**src/rtl/dcache_if.sv**
```systemverilog
// CPU load/store port and word-wide data-memory port of the direct-mapped data cache.
interface dcache_if;
    logic        cpu_read;
    logic        cpu_write;
    logic [7:0]  cpu_address;
    logic [7:0]  cpu_writedata;
    logic [7:0]  cpu_readdata;
    logic        cpu_busywait;
    logic        dm_read;
    logic        dm_write;
    logic [5:0]  dm_address;
    logic [31:0] dm_writedata;
    logic [31:0] dm_readdata;
    logic        dm_busywait;

    // Cache side
    modport slave (
        input  cpu_read, cpu_write, cpu_address, cpu_writedata, dm_readdata, dm_busywait,
        output cpu_readdata, cpu_busywait, dm_read, dm_write, dm_address, dm_writedata
    );

    // CPU + memory side
    modport master (
        output cpu_read, cpu_write, cpu_address, cpu_writedata, dm_readdata, dm_busywait,
        input  cpu_readdata, cpu_busywait, dm_read, dm_write, dm_address, dm_writedata
    );
endinterface

```
**src/rtl/dcache.sv**
```systemverilog
// Direct-mapped, write-back, write-allocate data cache: 8 blocks x 4 bytes,
// byte-wide CPU port, 32-bit block-wide memory port.
module dcache (
    input logic     CLK,
    input logic     RESET,
    dcache_if.slave bus
);
    localparam int unsigned NUM_BLOCKS = 8;
    localparam int unsigned TAG_W      = 3;
    localparam int unsigned IDX_W      = 3;
    localparam int unsigned OFS_W      = 2;
    localparam int unsigned BLOCK_W    = 32;
    localparam int unsigned BYTE_W     = 8;

    typedef enum logic [1:0] {IDLE, WRITEBACK, FETCH} state_t;

    state_t state, next_state;

    logic [BLOCK_W-1:0] data_q [NUM_BLOCKS];
    logic [TAG_W-1:0]   tag_q  [NUM_BLOCKS];
    logic [NUM_BLOCKS-1:0] valid_q;
    logic [NUM_BLOCKS-1:0] dirty_q;

    logic [TAG_W-1:0] tag;
    logic [IDX_W-1:0] index;
    logic [OFS_W-1:0] offset;
    logic hit;
    logic request;
    logic write_hit;
    logic fill;

    assign tag     = bus.cpu_address[7:5];
    assign index   = bus.cpu_address[4:2];
    assign offset  = bus.cpu_address[1:0];
    assign hit     = valid_q[index] && (tag_q[index] == tag);
    assign request = bus.cpu_read || bus.cpu_write;

    // A simultaneous read+write is serviced as a write
    assign write_hit = bus.cpu_write && (state == IDLE) && hit;
    assign fill      = (state == FETCH) && !bus.dm_busywait;

    assign bus.cpu_readdata = data_q[index][{offset, 3'b000} +: BYTE_W];
    assign bus.cpu_busywait = RESET && request && !((state == IDLE) && hit);

    // State register
    always_ff @(posedge CLK or negedge RESET) begin
        if (!RESET) state <= IDLE;
        else        state <= next_state;
    end

    // Next-state and memory-port decode
    always_comb begin
        next_state       = state;
        bus.dm_read      = 1'b0;
        bus.dm_write     = 1'b0;
        bus.dm_address   = 6'(0);
        bus.dm_writedata = BLOCK_W'(0);
        case (state)
            IDLE: begin
                if (request && !hit)
                    next_state = (valid_q[index] && dirty_q[index]) ? WRITEBACK : FETCH;
            end
            WRITEBACK: begin
                bus.dm_write     = 1'b1;
                bus.dm_address   = {tag_q[index], index};
                bus.dm_writedata = data_q[index];
                if (!bus.dm_busywait) next_state = FETCH;
            end
            FETCH: begin
                bus.dm_read    = 1'b1;
                bus.dm_address = bus.cpu_address[7:2];
                if (!bus.dm_busywait) next_state = IDLE;
            end
            default: next_state = IDLE;
        endcase
    end

    // Block storage: byte writes on store hits, whole-block install on fill
    always_ff @(posedge CLK or negedge RESET) begin
        if (!RESET) begin
            valid_q <= NUM_BLOCKS'(0);
            dirty_q <= NUM_BLOCKS'(0);
            for (int unsigned i = 0; i < NUM_BLOCKS; i++) begin
                data_q[i] <= BLOCK_W'(0);
                tag_q[i]  <= TAG_W'(0);
            end
        end else if (fill) begin
            data_q[index]  <= bus.dm_readdata;
            tag_q[index]   <= tag;
            valid_q[index] <= 1'b1;
            dirty_q[index] <= 1'b0;
        end else if (write_hit) begin
            data_q[index][{offset, 3'b000} +: BYTE_W] <= bus.cpu_writedata;
            dirty_q[index] <= 1'b1;
        end
    end
endmodule

```
**src/flat_wrapper.sv**
```systemverilog
// flat-port wrapper written by rule: the top's interface ports become plain ports
module dcache_flat 
  (CLK, RESET, bus_cpu_read, bus_cpu_write, bus_cpu_address, bus_cpu_writedata, bus_dm_readdata, bus_dm_busywait, bus_cpu_readdata, bus_cpu_busywait, bus_dm_read, bus_dm_write, bus_dm_address, bus_dm_writedata);
  dcache_if bus_i ();
  input logic CLK;
  input logic RESET;
  input wire logic [$bits(bus_i.cpu_read)-1:0] bus_cpu_read;
  input wire logic [$bits(bus_i.cpu_write)-1:0] bus_cpu_write;
  input wire logic [$bits(bus_i.cpu_address)-1:0] bus_cpu_address;
  input wire logic [$bits(bus_i.cpu_writedata)-1:0] bus_cpu_writedata;
  input wire logic [$bits(bus_i.dm_readdata)-1:0] bus_dm_readdata;
  input wire logic [$bits(bus_i.dm_busywait)-1:0] bus_dm_busywait;
  output wire logic [$bits(bus_i.cpu_readdata)-1:0] bus_cpu_readdata;
  output wire logic [$bits(bus_i.cpu_busywait)-1:0] bus_cpu_busywait;
  output wire logic [$bits(bus_i.dm_read)-1:0] bus_dm_read;
  output wire logic [$bits(bus_i.dm_write)-1:0] bus_dm_write;
  output wire logic [$bits(bus_i.dm_address)-1:0] bus_dm_address;
  output wire logic [$bits(bus_i.dm_writedata)-1:0] bus_dm_writedata;
  assign bus_i.cpu_read = bus_cpu_read;
  assign bus_i.cpu_write = bus_cpu_write;
  assign bus_i.cpu_address = bus_cpu_address;
  assign bus_i.cpu_writedata = bus_cpu_writedata;
  assign bus_i.dm_readdata = bus_dm_readdata;
  assign bus_i.dm_busywait = bus_dm_busywait;
  assign bus_cpu_readdata = bus_i.cpu_readdata;
  assign bus_cpu_busywait = bus_i.cpu_busywait;
  assign bus_dm_read = bus_i.dm_read;
  assign bus_dm_write = bus_i.dm_write;
  assign bus_dm_address = bus_i.dm_address;
  assign bus_dm_writedata = bus_i.dm_writedata;
  dcache u_core (.CLK(CLK), .RESET(RESET), .bus(bus_i));
endmodule
```
**config.mk**
```make
export PLATFORM = sky130hd
export DESIGN_NAME = dcache_flat
export DESIGN_NICKNAME = d
export VERILOG_FILES = /design/src/rtl/dcache_if.sv /design/src/rtl/dcache.sv /design/src/flat_wrapper.sv
export SDC_FILE = /design/constraint.sdc
export NUM_CORES = 1
export LEC_CHECK = 0
export ABC_AREA = 1
export BUFFER_PORTS_ARGS = -buffer_cell sky130_fd_sc_hd__buf_2
export CORE_ASPECT_RATIO = 0.6
export CORE_UTILIZATION = 40
export CTS_CLUSTER_DIAMETER = 40
export DETAILED_ROUTE_END_ITERATION = 8
export SLEW_MARGIN = 20
export SYNTH_ARGS = -nofsm -noshare
export SYNTH_HDL_FRONTEND = slang
export SYNTH_SLANG_ARGS = --single-unit
```
**constraint.sdc**
```tcl
create_clock -name CLK -period 2.1 [get_ports CLK]
set_input_delay 0.42 -clock CLK [delete_from_list [all_inputs] [get_ports CLK]]
set_output_delay 0.42 -clock CLK [all_outputs]
set_load 0.005 [all_outputs]
```
# [Yosys cells after proc, flatten, opt, wreduce, memory -nomap -nowiden]
# Index checks and enable logic that the tools add are counted.
[totals] reg_bits=298 elab_cells=90 latchBits=0 output_inout_bits=49 mem_bits_rw=0 mem_count=0 mem_bits_ro=0 in_bits=53
[op_classes] order_cmp=4 eq_ne=6 mux=34 n_div=0 add_sub_neg=1 n_bitwise=5 reduce_logical=18 n_mul=0 shift=3
[op_table] cell="$bwmux 256" n=2
[op_table] cell="$mux 256" n=2
[op_table] cell="$demux 32 s3" n=2
[op_table] cell="$mux 32" n=5
[op_table] cell="$bmux 32 s3" n=1
[op_table] cell="$shift 8x7->32 const A" n=1
[op_table] cell="$shiftx 32x6->8" n=1
[op_table] cell="$shiftx 8x7->32" n=1
[op_table] cell="$bwmux 24" n=1
[op_table] cell="$mux 8" n=2
[op_table] cell="$or 8x8->8" n=2
[op_table] cell="$pmux 6 s2" n=1
[op_table] cell="$logic_and 1x1->1" n=11
[op_table] cell="$bmux 3 s3" n=1
[op_table] cell="$demux 3 s3" n=1
[op_table] cell="$mux 3" n=3
[op_table] cell="$and 8x8->8" n=1
[op_table] cell="$mux 2" n=4
[op_table] cell="$not 8->8" n=1
[op_table] cell="$neg 5->7" n=1
[op_table] cell="$bmux 1 s3" n=2
[op_table] cell="$ne 2x2->1 const B" n=3
[op_table] cell="$pmux 2 s3" n=1
[op_table] cell="$mux 1" n=5
[op_table] cell="other kinds (14)" n=16

# [Logic depth before layout (Yosys ltp)]
# Gate-level depths: netlist of run 1.
[logic_depth] ltp_word=10 ltp_mapped=17 depth_no_buf=14

# [Worst setup path before layout of run 1]
# Ideal clock, no wire load.
[synth_timing] path_type="input -> register" startpoint="input port bus_cpu_address[1]" endpoint="register u_core.data_q[208] in the netlist's numbering" path_stages=12 setup_time_ps=66 required_ps=2034 n_path_buf=2 arrival_time_ps=2706 setup_slack_ps=-672 cell_sequence="clkbuf_1 -> clkinv_1 -> ha_1 -> buf_2 -> inv_1 -> nor2_1 -> nand2_1 -> nor2_1 -> nand2_1 -> o22ai_1 -> nand3_1 -> nand2_1"
[synth_via] elab_chain_len=7 word_cells_on_any_way=8 classes_between="1 x add/sub; 2 x shift; 5 x mux"
[synth_rtl] element="from (decl)" line_no="flat_wrapper.sv:9" source="input wire logic [$bits(bus_i.cpu_address)-1:0] bus_cpu_address;"
[synth_rtl] element="$neg 5->7 *" line_no="dcache.sv:93" source="data_q[index][{offset, 3'b000} +: BYTE_W] <= bus.cpu_writedata;"
[synth_rtl] element="$shift 8x7->32" line_no="dcache.sv:93"
[synth_rtl] element="$mux 32 (implied by the code)" line_no="dcache.sv:93"
[synth_rtl] element="$demux 32 s3" line_no="dcache.sv:93"
[synth_rtl] element="$bwmux 256 *" line_no="dcache.sv:93"
[synth_rtl] element="$mux 256 *" line_no="dcache.sv:92" source="end else if (write_hit) begin"
[synth_rtl] element="$mux 256 *" line_no="dcache.sv:87" source="end else if (fill) begin"
[synth_rtl] element="to (signal, indexed assignment)" line_no="dcache.sv:88" source="data_q[index] <= bus.dm_readdata;"
[synth_rtl] element="to (signal, indexed assignment)" line_no="dcache.sv:93"
[synth_rtl] element="to (decl)" line_no="dcache.sv:19" source="logic [BLOCK_W-1:0] data_q [NUM_BLOCKS];"
# Every way passes the cells marked *; elsewhere a longest branch is shown, timed or not. The select of a mux whose other input is x is not followed.
# A chain may end at the register's enable or synchronous reset.

# [Worst setup path after layout of run 1]
[layout_timing] startpoint="register u_core.data_q[175] in the netlist's numbering" endpoint="output port bus_cpu_readdata[7]"
[layout_via] elab_chain_len=4
[layout_rtl] element="$bmux 32 s3" line_no="dcache.sv:42" source="assign bus.cpu_readdata = data_q[index][{offset, 3'b000} +: BYTE_W];"
[layout_rtl] element="$mux 32 (implied by the code) (2 in series)" line_no="dcache.sv:42"
[layout_rtl] element="$shiftx 32x6->8" line_no="dcache.sv:42"
[layout_rtl] element="to (decl)" line_no="flat_wrapper.sv:13" source="output wire logic [$bits(bus_i.cpu_readdata)-1:0] bus_cpu_readdata;"
# No other way between the ends. The select of a mux whose other input is x is not followed.

==> metrics.txt, run 1 <==
status finished with violations; failing checks negative setup slack; HP Class input pin to register; Iter 0 DRT Violations 3,193; RSZ-0062 raised after global routing yes; number of library cell types mapped by synthesis 36; die height 162.2 um; largest area contributor in the netlist dfrtp_1; Max Cap Viol 0; area grow syn2layout 60.76%; clock sink total 298; io pins 102; Worst Tran Pin Value 0.7788 ns; crit-path max FO 2; crit-path cells nand2_1 > nand2_1 > a211oi_2 > nand3_1 > nand3_1 > o21ai_1 > buf_2; gr usage total 35.15%; Worst-path clk slew 0.06 ns; cts bufs inserted 41; layout cells sized above 1 39.88%; largest cells by area after synthesis dfrtp_1 (44%), nand2_1 (19%), nand3_1 (9.4%); DR pass1 iterations 7; cell area after layout 27,510 sq um; setup_tns -13.32 ns; highest clock rate 393.4 MHz; Top FF cell, synth dfrtp_1; Crit. End Element primary output; CTS tree done; most frequent cells in the layout nand2_1 (753), dfrtp_1 (296), nand3_1 (279); setup ws final -0.4422 ns; starting density of the core 40.72%; H-tree depth 2; cells after synthesis 2,320; reg2reg setup slack -0.08 ns; DRC viols 0; register area share after synthesis 43.58%; DPL Wire Length 53.10 mm; clock skew 0.01626 ns; fin. max-slew vios 0; nets 2,895; post-route clock period utilization 121.1%; Yosys reg bits 298; clk root buf clkbuf_16; Yosys top cell area share 43.58%; vias in the first global route 18,752; reg2reg path depth 15; Crit Reg-Reg Startpoint u_core.state[1]; min-delay src bus_cpu_address[5]; max incr delay on CP 0.46 ns; Post-DP Area 21,060 sq um; Port Buf Inserts 101; core area 42,020 sq um; Post-synth ARST share 100.0%; die width 269.0 um; Core Rows 58; Placer Congestion 1.014; WHS Path Cells 3; clock latency at the later pin of the worst-skew pair 0.56 ns; Hold EP u_core.tag_q[3]; Leak 13.35 nW; initial antenna violation count 0; CTS max path bufs 3; pin count of the biggest net entering global routing 126; DR vias/cell 6.132; critical path launch point type register; Mean Syn Cell Area 7.375 sq um; Ys Warns 0; pwr/cell area 750.4 nW/um^2; final setup violation count 85; min Tclk post-route 2.542 ns; Max-slew headroom 48.08%; most common cell after layout, fill and taps aside nand2_1; Crit Path Class register to primary output; Critical Path RT 1.68 ns; final hold vios 0; Final Core Density 65.46%; WL/cell 24.53 um; Post-synth EDFFs 0; Power Total 20.64 mW; via count of the routed design 21,077; post-route ant nets 0; grt ovf 0; Post-Synthesis Net Count 2,381; Post-Route WL 84.31 mm; CP arrival 2.12 ns; synthesized area 17,110 sq um; global-route wire length before repair 115.0 mm; Die Area 43,630 sq um; Worst path slowest cell dfrtp_1; VDD IR max 0.6230 mV; FF-to-FF End u_core.data_q[178]
==> critical path: cells and delay by family (launching register included) <==
kind	cells	cell delay (ns)
buf+inv	1	0.14
flops	1	0.46
compound gates	2	0.40
simple gates	4	0.58
==> metal layers <==
layer / wire length, um / vias to the layer above / GRT usage (%)
met5: 0 / - / 0
met4: 4775 / 0 / 14.13
met3: 12530 / 358 / 11.23
met2: 33960 / 1668 / 48.44
met1: 33040 / 10055 / 50.37
li1: - / 8996 / -
==> cell usage after synthesis (20+ instances only) <==
cell type	number
nand2_1	859
buf_6	29
o22ai_1	252
dfrtp_1	298
inv_1	148
clkbuf_1	54
o21ai_0	39
nand2_2	20
nor2_1	88
nand3_1	322
a21oi_1	29
==> power breakdown <==
part           internal [mW]  switching [mW]
clock                   4.42            3.03
combinational           2.94            3.70
sequential              6.25           0.307
==> timing repair <==
item                                    4_1_cts  5_1_grt
endpoints found under the setup margin      195      305
pin swaps                                    78      200
gates resized for setup                     297      476
hold buffers                                  1        0
endpoints found under the hold margin        33        0
setup buffers                                59       70
gates cloned                                 10       20
==> state kept, by name, indices dropped and copies added (netlist names), named ones only <==
register / cells
u_core.tag_q: 24
u_core.data_q: 256
u_core.valid_q: 8
u_core.state: 2
==> per-stage QoR <==
step / hold WS [ns] / setup slack [ns] / std cells
3_5_place_dp: 0.4472 / -0.6454 / 3221
5_1_grt: 0.2260 / -0.4707 / 3436
4_1_cts: 0.1801 / -0.4036 / 3359
3_3_place_gp: 0.4446 / -0.6603 / 3221
6_report: 0.1895 / -0.4422 / 3437
2_1_floorplan: 0.1244 / -0.1001 / 2320
==> cell type report <==
| type | instances | area, sq um |
|---|---|---|
| inverter | 166 | 742.0 |
| clock inverter | 25 | 306.5 |
| antenna | 1 | 2.502 |
| timing repair buffer | 573 | 6048 |
| sequential | 298 | 7460 |
| fill | 3227 | 14510 |
| multi-input combinational | 1753 | 11090 |
| tap | 570 | 713.2 |
| clock buffer | 50 | 1132 |
| timing repair inverter | 1 | 11.26 |
==> worst max path at each step <==
stage / start / end / slack [ns] / cells after the start
final: u_core.data_q[175] / bus_cpu_readdata[7] / -0.44 / 7
after global routing: u_core.tag_q[11] / bus_cpu_busywait / -0.47 / 14
after CTS: u_core.data_q[172] / bus_cpu_readdata[4] / -0.40 / 9
after detailed placement: bus_cpu_address[2] / bus_cpu_readdata[3] / -0.65 / 11
after global placement: bus_cpu_address[2] / bus_cpu_readdata[3] / -0.66 / 11
after floorplan: bus_cpu_address[0] / u_core.data_q[176] / -0.10 / 12
==> cells by family after synthesis <==
kind of cell,synth area share (%)
AOI/OAI and AO/OA,15.06
adders and majority gates,0.5850
buffers and inverters,7.459
DFF,43.58
and+or+nand+nor,33.32
(Power assumes the default switching activity.)
==> run 2, diff against run 1 <==
--- a/config.mk
+++ b/config.mk
@@ -15,3 +15,4 @@
 export SYNTH_ARGS = -nofsm -noshare
 export SYNTH_HDL_FRONTEND = slang
 export SYNTH_SLANG_ARGS = --single-unit
+export TNS_END_PERCENT = 10
==> metrics.txt, run 2 (synthesized netlist as in run 1, its figures left out) <==
status finished with violations; failing checks negative setup slack; io pins 102; fin. max-slew vios 0; post-route clock period utilization 119.7%; core area 42,020 sq um; Critical Path RT 1.68 ns; DR vias/cell 5.963; Port Buf Inserts 101; crit-path cells nand2_2 > nand2_1 > a21oi_2 > nand4_1 > inv_2 > nand2_2 > nand3_2 > nand2_2 > buf_2; post-route ant nets 0; clk root buf clkbuf_16; CTS max path bufs 3; Leak 12.48 nW; max FFs per register 256; highest clock rate 397.7 MHz; starting density of the core 40.72%; reg2reg setup slack -0.15 ns; pin count of the biggest net entering global routing 96; DPL Wire Length 52.55 mm; cts bufs inserted 38; most frequent cells in the layout nand2_1 (781), nand3_1 (304), dfrtp_1 (297); layout cells sized above 1 32.32%; die height 162.2 um; cell mode on critical path nand2_2; min Tclk post-route 2.514 ns; DRC viols 0; WL/cell 23.51 um; reg2reg path depth 17; RSZ-0062 raised after global routing yes; Placer Congestion 0.9924; Crit Reg-Reg Startpoint u_core.tag_q[11]; switching pwr 6.242 mW; CP arrival 2.09 ns; initial antenna violation count 0; via count of the routed design 19,952; Core Rows 58; Sw Ratio 33.03%; Max-slew headroom 61.87%; Max Cap Viol 0; Iter 0 DRT Violations 2,993; critical path launch point type register; clock latency at the later pin of the worst-skew pair 0.55 ns; gr usage total 34.72%; Crit. Startpoint u_core.data_q[94]; Die Area 43,630 sq um; pwr/cell area 766.2 nW/um^2; FILL cells 3,689; global-route wire length before repair 113.2 mm; VDD IR max 0.6058 mV; Power Total 18.90 mW; Worst-path clk slew 0.06 ns; CTS tree done; Crit. End Element primary output; Cell Int Power 12.66 mW; Worst path slowest cell dfrtp_2; setup_tns -23.03 ns; Biggest register u_core.data_q; share of power burned in registers 34.7%; nets 2,811; max incr delay on CP 0.46 ns; end point of the critical path bus_cpu_readdata[6]; Post-Route WL 78.66 mm; setup ws final -0.4143 ns; Setup Slack @ Placement -0.6530 ns; HP Class input pin to register; clock skew 0.03059 ns; Worst Tran Pin Value 0.5719 ns; die width 269.0 um; final setup violation count 275; power share of the clock group 37.8%; Largest regs u_core.data_q x256, u_core.tag_q x24, u_core.valid_q x8; crit-path max FO 2; most common cell after layout, fill and taps aside nand2_1; DR pass1 iterations 9; Crit Path Class register to primary output; grt ovf 0; Comb pwr share 27.6%; area grow syn2layout 44.17%; clock sink total 298; vias in the first global route 18,307; FF-to-FF End u_core.data_q[231]; final hold vios 0; H-tree depth 2
-- run 2: area by class of cell --
cell class	count	area [sq um]	area share, %
diodes	1	2.502	0.01014
clock buffers	49	1094	4.433
clock inverters	16	241.5	0.9790
inverters	166	715.7	2.901
multi-input cells	1754	9839	39.89
flip-flops and latches	298	7458	30.24
well taps	570	713.2	2.891
repair buffers	492	4603	18.66
-- run 2: what timing repair did --
| action | 4_1_cts | 5_1_grt |
|---|---|---|
| hold endpoints to repair | 7 | 0 |
| gates cloned | 6 | 9 |
| setup buffers | 32 | 19 |
| pin swaps | 74 | 62 |
| setup endpoints to repair | 237 | 301 |
| hold buffers | 1 | 0 |
| resized for setup | 272 | 178 |
-- run 2: stage by stage --
| step | hold slack, ns | cells | util [%] | instance area [sq um] |
|---|---|---|---|---|
| after floorplan | 0.1244 | 2320 | - | 17250 |
| after global placement | 0.2528 | 3215 | 49.65 | 20860 |
| after detailed placement | 0.2549 | 3215 | 49.65 | 20860 |
| after CTS | 0.1479 | 3318 | 56.15 | 23590 |
| after global routing | 0.1959 | 3345 | 58.70 | 24660 |
| final | 0.1602 | 3346 | 58.71 | 24670 |
-- run 2: worst min-delay path by stage --
stage	from	to	slack (ns)	cells past startpoint
global route	bus_cpu_address[5]	u_core.tag_q[21]	0.20	3
global placement	RESET	u_core.data_q[116]	0.25	1
finish	bus_cpu_address[5]	u_core.tag_q[21]	0.16	3
floorplan	RESET	asynchronous set/reset pin	0.12	0
CTS	bus_cpu_address[5]	u_core.tag_q[21]	0.15	3
detailed placement	RESET	u_core.data_q[116]	0.25	1
-- run 2: per-layer routing --
metal  vias up  GRT usage [%]  routed length, um
li1       8797              -                  -
met1      9593          51.33              32940
met2      1361          47.70              31950
met3       201          10.17              11090
met4         0          11.75               2686
met5         -              0                  0
-- run 2: power groups by stage --
| stage | Clock (mW) | Combinational, mW | Sequential (mW) |
|---|---|---|---|
| CTS | 7.14 | 4.41 | 6.52 |
| detailed placement | 0 | 4.01 | 6.59 |
| global placement | 0 | 3.93 | 6.58 |
| floorplan | 0 | 2.37 | 6.50 |
| finish | 7.14 | 5.21 | 6.56 |
| global route | 7.39 | 5.47 | 6.60 |
-- run 2: critical path, delay by kind of cell, from the launching register on --
kind | cells | cell delay (ns)
flip-flops | 1 | 0.46
AO/OA/AOI/OAI | 1 | 0.14
AND/OR/NAND/NOR | 6 | 0.67
buffers and inverters | 2 | 0.28
